File: src/rtl/mem_access_scheduler.sv
// Data-memory port arbiter: pipeline loads/stores win the port; an idle
// port is used by a post-HALT dump engine that streams every word out.
//
// Ports:
//   i_clock, i_reset      clock, async active-high reset
//   i_halt, i_dump_start  dump request (honoured only while halted)
//   i_pipe_*              MEM-stage read/write request, address, data
//   i_mem_rdata           memory read data, one cycle after o_mem_re
//   o_mem_*               granted address, data and enables
//   i_tx_ready            debug transmitter accepts o_tx_data
//   o_tx_data/o_tx_valid  dumped word and its valid flag
//   o_dump_busy/o_dump_done  dump status, done is a one-cycle pulse
module mem_access_scheduler #(
  parameter int NB_DATA = 32,
  parameter int NB_ADDR = 7
) (
  input  logic               i_clock,
  input  logic               i_reset,
  input  logic               i_halt,
  input  logic               i_pipe_read,
  input  logic               i_pipe_write,
  input  logic [NB_ADDR-1:0] i_pipe_addr,
  input  logic [NB_DATA-1:0] i_pipe_wdata,
  input  logic               i_dump_start,
  input  logic               i_tx_ready,
  input  logic [NB_DATA-1:0] i_mem_rdata,
  output logic [NB_ADDR-1:0] o_mem_addr,
  output logic [NB_DATA-1:0] o_mem_wdata,
  output logic               o_mem_re,
  output logic               o_mem_we,
  output logic [NB_DATA-1:0] o_tx_data,
  output logic               o_tx_valid,
  output logic               o_dump_busy,
  output logic               o_dump_done
);

  localparam logic [2:0] S_IDLE  = 3'd0;
  localparam logic [2:0] S_ISSUE = 3'd1;
  localparam logic [2:0] S_WAIT  = 3'd2;
  localparam logic [2:0] S_SEND  = 3'd3;
  localparam logic [2:0] S_DONE  = 3'd4;

  logic [2:0]         state;
  logic [NB_ADDR-1:0] count;
  logic               pipe_req;

  assign pipe_req = i_pipe_read | i_pipe_write;

  // Port mux: the pipeline always wins; the dump only reads in ISSUE.
  always_comb begin
    o_mem_addr  = '0;
    o_mem_wdata = '0;
    o_mem_re    = 1'b0;
    o_mem_we    = 1'b0;
    if (pipe_req) begin
      o_mem_addr  = i_pipe_addr;
      o_mem_wdata = i_pipe_wdata;
      o_mem_re    = i_pipe_read;
      o_mem_we    = i_pipe_write;
    end else if (state == S_ISSUE) begin
      o_mem_addr = count;
      o_mem_re   = 1'b1;
    end
  end

  // Status flags decode straight from state so reset clears them at once.
  assign o_tx_valid  = (state == S_SEND);
  assign o_dump_busy = (state != S_IDLE);
  assign o_dump_done = (state == S_DONE);

  always_ff @(posedge i_clock or posedge i_reset) begin
    if (i_reset) begin
      state     <= S_IDLE;
      count     <= '0;
      o_tx_data <= '0;
    end else begin
      unique case (state)
        S_IDLE: begin
          if (i_dump_start && i_halt) begin
            state <= S_ISSUE;
            count <= '0;
          end
        end
        S_ISSUE: begin
          if (!pipe_req) state <= S_WAIT;
        end
        S_WAIT: begin
          o_tx_data <= i_mem_rdata;
          state     <= S_SEND;
        end
        S_SEND: begin
          if (i_tx_ready) begin
            // Terminal test before increment: the counter never wraps.
            if (count == {NB_ADDR{1'b1}}) begin
              state <= S_DONE;
            end else begin
              count <= count + 1'b1;
              state <= S_ISSUE;
            end
          end
        end
        S_DONE: state <= S_IDLE;
        default: state <= S_IDLE;
      endcase
    end
  end

endmodule
File: config.mk
export PLATFORM = sky130hd
export DESIGN_NAME = mem_access_scheduler
export DESIGN_NICKNAME = d
export VERILOG_FILES = /design/src/rtl/mem_access_scheduler.sv
export SDC_FILE = /design/constraint.sdc
export NUM_CORES = 1
export LEC_CHECK = 0
export ABC_AREA = 1
export CAP_MARGIN = 10
export CORE_ASPECT_RATIO = 2
export CORE_UTILIZATION = 45
export DETAILED_ROUTE_END_ITERATION = 10
export DONT_BUFFER_PORTS = 1
export PLACE_DENSITY_LB_ADDON = 0.12
export SYNTH_ARGS = -nofsm -noshare
export SYNTH_HDL_FRONTEND = slang
export SYNTH_SLANG_ARGS = --single-unit
File: constraint.sdc
create_clock -name i_clock -period 3.8 [get_ports i_clock]
set_input_delay 0.76 -clock i_clock [delete_from_list [all_inputs] [get_ports i_clock]]
set_output_delay 0.76 -clock i_clock [all_outputs]
set_load 0.1 [all_outputs]
==> key figures <==
Clocking
  – Post-CTS setup buffers: 0
  – CTS root buffer: clkbuf_8
  – Clk_lat worst skew: 290 ps
  – Post-cts gate resize count: 0
  – CTS tree: built
  – Num CTS Buffers: 5
  – Maximum clock path buffer count: 2
  – CTS clk-pin slew, worst paths: 80 ps
  – CTS sink count: 42
  – Hold Buf Count CTS: 0
  – H-tree depth: 2

Worst hold path
  – Hold Crit Class: flip-flop to flip-flop
  – Worst Hold Launch: count[6]
  – Hold path depth: 2
  – Hold endpoint: count[6]

Yosys
  – Fraction of registers with async set/reset: 100%
  – Post-synth EDFFs: 0
  – Yosys warns: 0
  – Seq/Total Area, Yosys: 45.0%
  – Ranking of synthesized cells by area: dfrtp_1 45%, mux2_4 19%, inv_1 7.7%
  – Number of synthesized register bits: 42
  – Most common cell in the netlist: inv_1
  – Avg Cell Area, Syn: 9.27 um^2
  – Syn Nets: 331
  – Top cells by instance count after synthesis: 48 x inv_1, 42 x dfrtp_1, 39 x nor2_1
  – Most area-hungry cell type in the Yosys netlist: dfrtp_1
  – Synth Instances: 252
  – Most used DFF post-synth: dfrtp_1
  – Yosys cell types: 24
  – Mapped Area: 2340 um^2
  – Top-area cell type share of the netlist area: 45.0%

Drt
  – Remaining routing DRC violations: 0
  – Iter 0 DRT Violations: 12
  – Vias per inst: 5.05
  – WL/cell: 13.8 um
  – First-pass detailed-route iteration total: 4
  – Post-route ant nets: 0
  – Routed via count: 1,779
  – Post-Route WL: 4870 um

Outcome
  – Outcome: complete, no violations

Setup path
  – R2r worst-path depth: 6
  – CP Launch Type: input pin
  – FF-to-FF setup slack: 2010 ps
  – Crit Path Class: input pin to output port
  – Critical path buffers and inverters: 2
  – Critical Path End Type: output port
  – Max incr delay on CP: 420 ps
  – Crit path max-delay family: buffers and inverters
  – Maximum net fanout on the critical path: 25
  – Worst r2r dst: count[2]
  – R2R Path Start: state[1]
  – Cells along the critical path: nor2_4, buf_4, nand3_1, nand2_1, buf_4
  – Slowest-stage cell, CP: buf_4
  – CP Data Arrival Time: 1980 ps
  – Critical Path RT: 3040 ps
  – Crit-path most repeated cell: buf_4

Timing
  – Final Max Tran Viols: 0
  – Ratio of final minimum period to clock period: 72.0%
  – Final setup vio count: 0
  – Crit path time final: 2740 ps
  – Skew final: 3.78 ps
  – Max_slew headroom: 29.6%
  – Max Freq: 366 MHz
  – Setup tns final: 0 ps
  – RSZ-0062 raised after global routing: false
  – Hold violation count in the final report: 0
  – Slew @ Worst Pin: 1050 ps

Placed design
  – Port Buffers: 0
  – DP Area: 2800 um^2
  – Dpl hpwl: 3940 um
  – GPL Wtd Cong: 0.764
  – Dpl cells: 344

Floorplan
  – Die footprint: 5500 um^2
  – Row Count: 36
  – I/O pin cnt: 154
  – Die Y: 104 um
  – Total core area: 4910 um^2
  – Die Wd: 52.9 um
  – Initial core utilization: 47.6%

Cells and area
  – Layout area overhead: 24.0%
  – Layout Cells excl Fill: 352
  – Post-route cell area: 2900 um^2
  – Final nets: 373
  – N_diodes: 0
  – Share of post-route cells with drive strength above 1: 46.1%

Global routing
  – GRT Util Overall: 18.6%
  – Initial antenna violation count: 0
  – GRT Residual Overflow: 0
  – Vias in the first global route: 1,722
  – Pin count of the biggest net entering global routing: 34
  – First-pass GRT wire length: 7640 um

Flow run
  – Max-cap violations: 0
## routing by layer
layer / vias up / GRT usage (%) / routed length [um] / part of all wire [%]
li1: 855 / - / - / -
met1: 811 / 18.7 / 1600 / 33
met2: 107 / 33.9 / 2700 / 55
met3: 6 / 4.97 / 486 / 10
met4: 0 / 7.33 / 82 / 1.7
met5: - / 0 / 0 / 0
## metrics by stage
step | util, % | hold WS (ps) | worst slack (ps)
floorplan | - | 442 | -325
detailed placement | 57.1 | 467 | 1050
global placement | 57.1 | 455 | 1070
finish | 59.0 | 486 | 1060
CTS | 59.0 | 486 | 1050
global route | 59.0 | 516 | 937
## state kept, by name, summed over array words and instances (netlist names)
signal     flops
state          3
o_tx_data     32
count          7
## worst min-delay path: stages, from the launching register on
cell and delay, ps:
dfrtp_1 350, nand2_1 50, nand2_1 50
## area by class of cell
cell class / instances / area [um^2]
sequential: 42 / 1050
fill: 440 / 2010
inverter: 49 / 186
multi-input combinational: 152 / 1140
timing repair buffer: 44 / 350
tap: 57 / 71.3
clock buffer: 7 / 86.3
clock inverter: 1 / 8.76
## how the worst max path moves through the flow
stage | from | end | slack, ps | cells after the start
3_5_place_dp | i_pipe_write | o_mem_addr[2] | 1050 | 5
4_1_cts | i_pipe_write | o_mem_addr[2] | 1050 | 5
5_1_grt | i_pipe_write | o_mem_addr[2] | 940 | 5
3_3_place_gp | i_pipe_write | o_mem_addr[1] | 1070 | 5
6_report | i_pipe_write | o_mem_addr[1] | 1060 | 5
2_1_floorplan | i_pipe_write | o_mem_addr[0] | -320 | 4
## cell families (layout without fill, tap and decap cells)
family	count (synthesis)	in the layout	synth area share, %
adder cells (fa/ha/maj)	1	1	0.536
AND/OR/NAND/NOR	103	103	20.4
buffers and inverters	58	101	10.6
flip-flops	42	42	45.0
AO/OA/AOI/OAI	16	16	3.48
multiplexers	32	32	20.1
## cell usage in the layout, fill, tap and decap left out
cell type,synthesis,routed
nor3_2,1,2
nor3_1,2,1
mux2_4,29,29
nand4_1,2,2
inv_1,48,48
a21oi_1,1,1
nand2_1,37,37
o21ai_2,0,5
o21ai_0,14,9
inv_4,1,1
clkbuf_8,0,6
inv_6,0,1
nand2_2,6,6
clkbuf_1,2,1
mux2_2,3,3
dfrtp_1,42,42
nor2_1,39,7
nor2_2,2,34
nand3_4,1,1
nand3_1,9,9
nor2_4,2,2
nand2_4,2,2
ha_1,1,1
a31oi_1,1,1
buf_16,0,1
buf_4,0,43
Power is left out: the tool's default activity adds up to more than one toggle a clock period on the data nets, which glitch-free logic cannot reach.
